==> config.mk <==
export PLATFORM = sky130hd
export DESIGN_NAME = branch_pc_sequencer
export DESIGN_NICKNAME = d
export VERILOG_FILES = /design/src/rtl/branch_pc_sequencer.sv
export SDC_FILE = /design/constraint.sdc
export NUM_CORES = 1
export LEC_CHECK = 0
export BUFFER_PORTS_ARGS = -buffer_cell sky130_fd_sc_hd__buf_4
export CAP_MARGIN = 5
export CORE_MARGIN = 3
export CORE_UTILIZATION = 40
export CTS_CLUSTER_DIAMETER = 200
export DETAILED_ROUTE_END_ITERATION = 12
export GPL_TIMING_DRIVEN = 0
export SETUP_SLACK_MARGIN = 0.4
export SLEW_MARGIN = 10
export SYNTH_ARGS = -nofsm -noshare
export SYNTH_HDL_FRONTEND = slang
export SYNTH_SLANG_ARGS = --single-unit
==> constraint.sdc <==
create_clock -name clk -period 5.6 [get_ports clk]
set_input_delay 1.68 -clock clk [delete_from_list [all_inputs] [get_ports clk]]
set_output_delay 1.68 -clock clk [all_outputs]
set_load 0.02 [all_outputs]
==> src/rtl/branch_pc_sequencer.sv <==
// branch_pc_sequencer
// Owns the program counter and walks every instruction through the five
// sequential phases IF, ID, EX, MEM and WB. The comparator's equality flag is
// sampled once, in EX, to resolve a BEQ. The PC moves in WB, either to the
// next sequential word or to the branch target. Per-phase enables for fetch,
// data memory and the register file are decoded straight from the phase
// register, so they are glitch-free and correct during reset.
module branch_pc_sequencer #(
   parameter int              XLEN     = 64,
   parameter logic [XLEN-1:0] RESET_PC = '0,
   parameter logic [XLEN-1:0] PC_STEP  = XLEN'(4)
) (
   input  logic            clk,
   input  logic            reset,
   input  logic            eq,
   input  logic            branch,
   input  logic            mem_op,
   input  logic [XLEN-1:0] imm,
   input  logic            mem_ready,
   input  logic            halt_req,
   output logic [XLEN-1:0] pc,
   output logic [2:0]      phase,
   output logic            fetch_en,
   output logic            dmem_en,
   output logic            wb_en,
   output logic            branch_taken,
   output logic            halted
);

   // Phase codes double as the externally visible phase number.
   localparam logic [2:0] PH_IF   = 3'd0;
   localparam logic [2:0] PH_ID   = 3'd1;
   localparam logic [2:0] PH_EX   = 3'd2;
   localparam logic [2:0] PH_MEM  = 3'd3;
   localparam logic [2:0] PH_WB   = 3'd4;
   localparam logic [2:0] PH_HALT = 3'd5;

   logic [2:0]      phase_q, phase_d;
   logic [XLEN-1:0] pc_q, pc_d;
   logic            branch_taken_q, branch_taken_d;

   // The offset is held in halfword units. The top bit is shifted out, and
   // the add wraps modulo 2^XLEN, so negative offsets work as two's complement.
   logic [XLEN-1:0] branch_offset;
   logic [XLEN-1:0] branch_target;
   logic [XLEN-1:0] seq_target;

   assign branch_offset = imm << 1;
   assign branch_target = pc_q + branch_offset;
   assign seq_target    = pc_q + PC_STEP;

   // Next-state logic for the instruction cycle, the branch decision and the PC.
   always_comb begin
      phase_d        = phase_q;
      pc_d           = pc_q;
      branch_taken_d = branch_taken_q;
      case (phase_q)
         PH_IF: begin
            if (mem_ready) begin
               phase_d = halt_req ? PH_HALT : PH_ID;
            end
         end
         PH_ID: begin
            phase_d = PH_EX;
         end
         PH_EX: begin
            branch_taken_d = branch & eq;
            phase_d        = PH_MEM;
         end
         PH_MEM: begin
            if (!mem_op || mem_ready) begin
               phase_d = PH_WB;
            end
         end
         PH_WB: begin
            pc_d           = branch_taken_q ? branch_target : seq_target;
            branch_taken_d = 1'b0;
            phase_d        = PH_IF;
         end
         PH_HALT: begin
            phase_d = PH_HALT;
         end
         default: begin
            phase_d = PH_IF;
         end
      endcase
   end

   // State registers. Reset is asynchronous, so an instruction stalled in
   // any phase is abandoned immediately.
   always_ff @(posedge clk or posedge reset) begin
      if (reset) begin
         phase_q        <= PH_IF;
         pc_q           <= RESET_PC;
         branch_taken_q <= 1'b0;
      end else begin
         phase_q        <= phase_d;
         pc_q           <= pc_d;
         branch_taken_q <= branch_taken_d;
      end
   end

   assign pc           = pc_q;
   assign phase        = phase_q;
   assign branch_taken = branch_taken_q;
   assign fetch_en     = (phase_q == PH_IF);
   assign dmem_en      = (phase_q == PH_MEM) && mem_op;
   assign wb_en        = (phase_q == PH_WB);
   assign halted       = (phase_q == PH_HALT);

endmodule

### Yosys cells after proc, flatten, opt, wreduce, memory -nomap -nowiden

Index checks and enable logic that the tools add are counted.
W data, S select, Z words.

| storage, ports and cells | value |
|---|---|
| register bits | 68 |
| input bits | 71 |
| output and inout port bits | 72 |

| operators by class | value |
|---|---|
| $add $sub $neg | 2 |
| eq/ne operators | 7 |
| muxes and demuxes | 6 |
| bitwise gates (word level) | 1 |
| reduce and logical (&&, ||, !) cells | 6 |

Operators with widths:

| cell | number |
|---|---|
| $add A64 B3 Y64 const B | 1 |
| $add A64 B64 Y64 | 1 |
| $mux W64 | 1 |
| $pmux W3 S5 | 1 |
| $mux W3 | 3 |
| $eq A3 B2 Y1 const B | 2 |
| $eq A3 B3 Y1 const B | 2 |
| $ne A2 B2 Y1 const B | 2 |
| $eq A3 B1 Y1 const B | 1 |
| $logic_not A3 Y1 | 1 |
| $pmux W1 S2 | 1 |
| $reduce_and A2 Y1 | 1 |
| $reduce_bool A2 Y1 | 1 |
| $and A1 B1 Y1 | 1 |
| $logic_and A1 B1 Y1 | 1 |
| $logic_not A1 Y1 | 1 |
| $logic_or A1 B1 Y1 | 1 |

### Longest topological paths before layout

Gate-level depths: netlist of the first run.

| depth | value |
|---|---|
| word-level depth | 4 |
| depth in mapped cells | 13 |
| mapped depth without buffers | 13 |

### Least setup slack after synthesis of the first run

No wires, ideal clock.

| timing path | value |
|---|---|
| kind | input to register |
| from | in imm[0] |
| to | reg pc_q[47], in the netlist pc[47] |
| arrival time | 4.234 ns |
| data required time | 5.472 ns |
| path slack | 1.238 ns |
| cell stages on the path | 13 |
| path buffers | 0 |
| path through | ha_1 -> inv_1 -> fa_1 -> nand2b_1 -> a21oi_1 -> o21ai_0 -> a21o_1 -> a31o_2 -> o311ai_1 -> o211ai_1 -> a211oi_1 -> o211a_1 -> nor3_1 |

| on the way | value |
|---|---|
| word-level cells in the longest chain between the ends | 2 |

RTL lines:

| item | line | RTL |
|---|---|---|
| start: declaration | 18 | `input logic [XLEN-1:0] imm,` |
| $add A64 B64 Y64 | 49 | `assign branch_target = pc_q + branch_offset;` |
| $mux W64 | 76 | `pc_d = branch_taken_q ? branch_target : seq_target;` |
| end signal: assignment | 98 | `pc_q <= pc_d;` |
| end: declaration | 39 | `logic [XLEN-1:0] pc_q, pc_d;` |

No other way between the ends.
A chain may end at the register's enable or synchronous reset.

### Worst setup path in the final report of the first run

| timing path | value |
|---|---|
| from | in imm[0] |
| to | reg pc_q[59], in the netlist pc[59] |

The elaborated chain is that of the path after synthesis.

==> results.sh, run 1 <==
export IMPL_ys_seq_elements=67
export IMPL_layoutNonFillerInstCount=1500
export IMPL_synth_area_leaders="dfrtp_1, ha_1, a21oi_1, o21ai_0, nor2_1"
export IMPL_seq_area_um2=1680
export IMPL_max_freq_ghz=0.204
export IMPL_h_tree_depth=3
export IMPL_drive_gt1_frac=0.160
export IMPL_grt_setup_unrepaired="false"
export IMPL_synth_compound_area_share=0.323
export IMPL_wl_met2_um=12700
export IMPL_yosys_area_share_simple=0.255
export IMPL_clk_pin_slew_ns=0.06
export IMPL_ys_types=77
export IMPL_synth_mux_area_frac=0.0161
export IMPL_p_leak_nw=4.05
export IMPL_cts_buffer_depth=2
export IMPL_detailed_place_hpwl_um=22600
export IMPL_seq_area_frac_synth=0.212
export IMPL_die_area_um2=21500
export IMPL_hold_violations=0
export IMPL_clk_latency_ns=0.34
export IMPL_placed_cells=1484
export IMPL_vias=9055
export IMPL_hold_class="reg -> reg"
export IMPL_drt_wl_total_um=29100
export IMPL_portBuffers=140
export IMPL_grt_pass1_vias=8340
export IMPL_arrival_ns=5.09
export IMPL_numCtsBuffers=9
export IMPL_tightest_slew_ns=1.01
export IMPL_area_growth_pct=21.8
export IMPL_fin_nets=1370
export IMPL_wl_per_cell_um=19.4
export IMPL_synth_avg_cell_area_um2=7.31
export IMPL_cp_required_ns=5.79
export IMPL_drcViolationCount=0
export IMPL_crit_path_end_kind="register"
export IMPL_num_antenna_cells=0
export IMPL_min_path_cells=2
export IMPL_synthXorXnorAreaFrac=0.0498
export IMPL_wirelength_met1_um=13300
export IMPL_grt_first_pass_wirelength_um=45900
export IMPL_max_vdd_ir_drop_v=0.000256
export IMPL_multiInputGateArea_um2=5930
export IMPL_grt_use_total=0.263
export IMPL_period_minus_slack_ns=4.90
export IMPL_synth_main_ff_cell="dfrtp_1"
export IMPL_outcome="finished clean"
export IMPL_die_h_um=147
export IMPL_synth_top_area_share=0.212
export IMPL_report_final_slew_viol_count=0
export IMPL_ios=143
export IMPL_place_gp_congestion=0.932
export IMPL_setup_tns_ns=0
export IMPL_synth_top_family_by_area="compound AO/OA/AOI/OAI gates"
export IMPL_yosysWarnings=0
export IMPL_first_pass_iters=5
export IMPL_power_per_cell_area_nw_per_um2=468
export IMPL_synthCells=1083
export IMPL_ctsHoldBuffers=0
export IMPL_min_to="pc[1]"
export IMPL_async_flop_share=1.00
export IMPL_rows=50
export IMPL_cts_tree="done"
export IMPL_grt_max_degree=42
export IMPL_dr_wl_met3_um=2360
export IMPL_skew_ns=0.00529
export IMPL_total_power_mw=4.51
export IMPL_synth_edf_count=0
export IMPL_maxCapViolCount=0
export IMPL_r2r_cells=12
export IMPL_crit_type="in -> reg"
export IMPL_cts_sinks=67
export IMPL_start_kind="input pin"
export IMPL_cp_max_fo=4
export IMPL_hold_start="pc[1]"
export IMPL_core_um2=19100
export IMPL_cts_root_buf="clkbuf_16"
export IMPL_period_share=0.875
export IMPL_fin_hold_ws_ns=0.525
export IMPL_rrSetupSlack_ns=1.70
export IMPL_top_layer="met4"
export IMPL_slew_headroom=0.320
export IMPL_overflow=0
export IMPL_initial_core_util=0.415
export IMPL_antenna_found_initial=0
export IMPL_r2r_end="pc[59]"
export IMPL_r2r_start="pc[2]"
export IMPL_setup_viol=0
export IMPL_synth_top_cell_by_area="dfrtp_1"
export IMPL_drt_iter0_drc=1017
export IMPL_ant_nets=0
export IMPL_yosys_area_share_adder=0.102
export IMPL_synth_area_um2=7910
export IMPL_die_w_um=147
export IMPL_nFillCells=1957
export IMPL_vias_per_cell=6.04
export IMPL_synth_nets=1218
[logic make-up (layout without fill, tap and decap cells)]
group	count (synthesis)	in the layout
AOI/OAI and AO/OA	405	405
adders and majority gates	64	64
buffers and inverters	84	241
and+or+nand+nor	405	405
xor gates and xnor gates	45	45
muxes	12	12
other	1	1
DFF	67	67
[layout make-up]
| class | instances | area share |
|---|---|---|
| multi-input combinational | 932 | 0.615 |
| sequential | 67 | 0.174 |
| timing repair buffer | 141 | 0.112 |
| tap | 260 | 0.0338 |
| clock buffer | 11 | 0.0252 |
| buffer | 55 | 0.0230 |
| inverter | 29 | 0.0116 |
| clock inverter | 5 | 0.00545 |
[metal layers]
metal  vias up  track usage
met5         -            0
met4         0       0.0870
met3        46       0.0475
met2       388        0.401
met1      4232        0.375
li1       4389            -
[per-stage QoR]
| step | cell area (µm²) | util | setup slack (ns) |
|---|---|---|---|
| 2_1_floorplan | 7910 | - | 1.24 |
| 3_3_place_gp | 9290 | 0.487 | 0.00985 |
| 3_5_place_dp | 9320 | 0.488 | -0.0703 |
| 4_1_cts | 9620 | 0.504 | 0.517 |
| 5_1_grt | 9640 | 0.505 | 0.549 |
| 6_report | 9640 | 0.505 | 0.699 |
[where the power goes]
group / internal (mW) / total (mW) / switching (mW) / leakage, nW
sequential: 0.641 / 0.952 / 0.311 / 0.785
clock: 0.355 / 0.583 / 0.228 / 0.145
combinational: 1.11 / 2.97 / 1.87 / 3.12
[synthesized netlist by cell type, drive strengths merged, types with 15 or more instances]
cell / number
a21oi: 153
nor2: 105
nand2: 101
o21ai: 90
dfrtp: 67
ha: 63
nand3: 47
clkbuf: 39
a21o: 30
nor3: 30
inv: 28
and3: 27
nand4: 27
xnor2: 23
xor2: 22
o22ai: 17
buf: 16
a31oi: 15
[critical path: stages]
cell,delay [ns]
buf_4,0.08
ha_1,0.15
inv_1,0.06
fa_1,0.39
nand2b_1,0.19
a21oi_1,0.21
o21ai_0,0.24
a21o_1,0.24
a31o_2,0.29
o311ai_2,0.57
o211ai_1,0.29
a21oi_1,0.38
mux2i_1,0.25
a211oi_1,0.06
[worst max-delay path by stage]
stage               depth (start not counted)    from  endpoint  slack, ns
finish                                     14  imm[0]    pc[59]       0.70
global route                               14  imm[0]    pc[55]       0.55
CTS                                        14  imm[0]    pc[63]       0.52
detailed placement                         14  imm[0]    pc[63]      -0.07
global placement                           14  imm[0]    pc[63]       0.01
floorplan                                  13  imm[0]    pc[47]       1.24
[flip-flops by register name, summed over array words and instances (netlist names)]
name and cells:
branch_taken 1, phase 3, pc 63
[cells in the final DEF (no fill, tap or decap), types with 23 or more instances in the layout]
cell type,n
a21o_1,30
a21oi_1,152
and3_1,27
buf_4,141
clkbuf_1,40
dfrtp_1,67
ha_1,63
inv_1,27
nand2_1,100
nand3_1,47
nand4_1,26
nor2_1,104
nor3_1,28
o21ai_0,86
xnor2_1,23
[what timing repair did]
item	4_1_cts	5_1_grt
endpoints found under the setup margin	1	3
resized for setup	1	3
gates cloned	0	0
hold endpoints to repair	0	0
buffers inserted	0	0
Note: power is estimated with default switching activity, not from simulation.
==> run 2: changes to the inputs <==
==> constraint.sdc (replaced) <==
create_clock -name clk -period 5.6 [get_ports clk]
set_input_delay 0.84 -clock clk [delete_from_list [all_inputs] [get_ports clk]]
set_output_delay 0.84 -clock clk [all_outputs]
set_load 0.02 [all_outputs]
==> run 2 against run 1 <==
Total power barely moved. Combinational power barely moved. Global-route usage did not move. Sequential share of layout area barely moved. Highest routed layer unchanged.
==> results.sh, run 2 (synthesized netlist as in run 1, its figures left out) <==
export IMPL_outcome="finished clean"
export IMPL_detailed_place_hpwl_um=22600
export IMPL_layoutNonFillerInstCount=1500
export IMPL_wl_per_cell_um=19.4
export IMPL_maxCapViolCount=0
export IMPL_tightest_slew_ns=1.08
export IMPL_period_share=0.804
export IMPL_combPwrFrac=0.659
export IMPL_area_growth_pct=21.5
export IMPL_grt_first_pass_wirelength_um=45900
export IMPL_die_h_um=147
export IMPL_portBuffers=140
export IMPL_clock_power_share=0.130
export IMPL_start_kind="input pin"
export IMPL_grt_max_degree=42
export IMPL_place_ws_ns=0.770
export IMPL_max_vdd_ir_drop_v=0.000258
export IMPL_cts_buffer_depth=2
export IMPL_grt_pass1_vias=8341
export IMPL_post_route_cell_area_um2=9620
export IMPL_p_leak_nw=4.05
export IMPL_setup_viol=0
export IMPL_p_seq_frac=0.212
export IMPL_nFillCells=1962
export IMPL_cp_slowest_cell="o311ai_1"
export IMPL_drt_wl_total_um=29100
export IMPL_first_pass_iters=5
export IMPL_max_stage_delay_ns=0.80
export IMPL_ctsHoldBuffers=0
export IMPL_rows=50
export IMPL_final_cell_mix="a21oi_1, buf_4, nor2_1"
export IMPL_num_antenna_cells=0
export IMPL_clk_pin_slew_ns=0.06
export IMPL_skew_ns=0.00728
export IMPL_ant_nets=0
export IMPL_crit_type="in -> reg"
export IMPL_overflow=0
export IMPL_fin_hold_ws_ns=0.496
export IMPL_drcViolationCount=0
export IMPL_antenna_found_initial=0
export IMPL_die_area_um2=21500
export IMPL_grt_setup_unrepaired="false"
export IMPL_grt_use_total=0.263
export IMPL_fin_util=0.504
export IMPL_crit_top_cell="a21oi_1"
export IMPL_post_dp_cell_area_um2=9320
export IMPL_vias=9110
export IMPL_placed_cells=1484
export IMPL_p_sw_frac=0.535
export IMPL_setup_tns_ns=0
export IMPL_core_um2=19100
export IMPL_h_tree_depth=3
export IMPL_clk_latency_ns=0.34
export IMPL_initial_core_util=0.415
export IMPL_arrival_ns=4.71
export IMPL_power_switching_mw=2.41
export IMPL_fin_nets=1370
export IMPL_largest_reg_flops=63
export IMPL_cp_required_ns=5.81
export IMPL_drt_iter0_drc=931
export IMPL_cts_tree="done"
export IMPL_ios=143
export IMPL_total_power_mw=4.51
export IMPL_cts_root_buf="clkbuf_16"
export IMPL_die_w_um=147
export IMPL_power_per_cell_area_nw_per_um2=469
export IMPL_drive_gt1_frac=0.158
export IMPL_cts_resized=0
export IMPL_cts_sinks=67
export IMPL_crit_path_end_kind="register"
export IMPL_layout_commonest_cell="a21oi_1"
export IMPL_cp_max_fo=4
export IMPL_period_minus_slack_ns=4.50
export IMPL_report_final_slew_viol_count=0
export IMPL_numCtsBuffers=9
export IMPL_hold_class="in -> async"
export IMPL_post_cts_setup_buffers=0
export IMPL_slew_headroom=0.275
export IMPL_place_gp_congestion=0.932
export IMPL_vias_per_cell=6.07
export IMPL_max_freq_ghz=0.222
export IMPL_hold_violations=0
export IMPL_fin_ws_ns=1.10
export IMPL_worstPathCellList="buf_4, ha_1, inv_1, fa_1, nand2b_1, a21oi_1, o21ai_0, o21ai_0, a211oi_1, o311ai_1, a21oi_1, o21ai_1, a21oi_1, nand4b_1"
export IMPL_p_int_mw=2.10
==> run 2: final cells by class <==
cell class,instances,area [µm²],area share
clock inverter,5,52.6,0.00547
timing repair buffer,141,1080,0.112
tap,260,325,0.0338
inverter,29,111,0.0116
multi-input combinational,932,5910,0.614
sequential,67,1680,0.174
buffer,55,221,0.0230
clock buffer,11,243,0.0252
==> run 2: final timing paths <==
kind	depth (start not counted)	to	slack, ns	startpoint
setup / recovery	14	pc[63]	1.10	imm[0]
hold / removal	2	pc[1]	0.50	reset
setup reg to reg	12	pc[63]	1.27	pc[2]
hold reg to reg	2	pc[1]	0.52	pc[1]
max in group asynchronous	3	pc[23]	4.54	reset
min in group clk	2	pc[1]	0.52	pc[1]
==> run 2: routing by layer <==
metal  track usage  up-vias  wire, µm
li1              -     4389         -
met1         0.374     4266     13200
met2         0.401      405     12700
met3        0.0497       50      2340
met4        0.0870        0       821
met5             0        -         0
==> run 2: worst max-delay path, delay by kind of cell <==
| kind | cells | cell delay, ns |
|---|---|---|
| AO/OA/AOI/OAI | 8 | 2.80 |
| AND/OR/NAND/NOR | 2 | 0.38 |
| adder cells (fa/ha/maj) | 2 | 0.54 |
| buffers and inverters | 2 | 0.14 |
==> run 2: power by group through the flow <==
stage               Clock (mW)  Combinational, mW  Sequential, mW
floorplan                    0               1.82            1.04
global route             0.608               3.25           0.986
finish                   0.584               2.97           0.954
CTS                      0.591               2.93           0.948
global placement             0               2.91           0.954
detailed placement           0               2.91           0.955
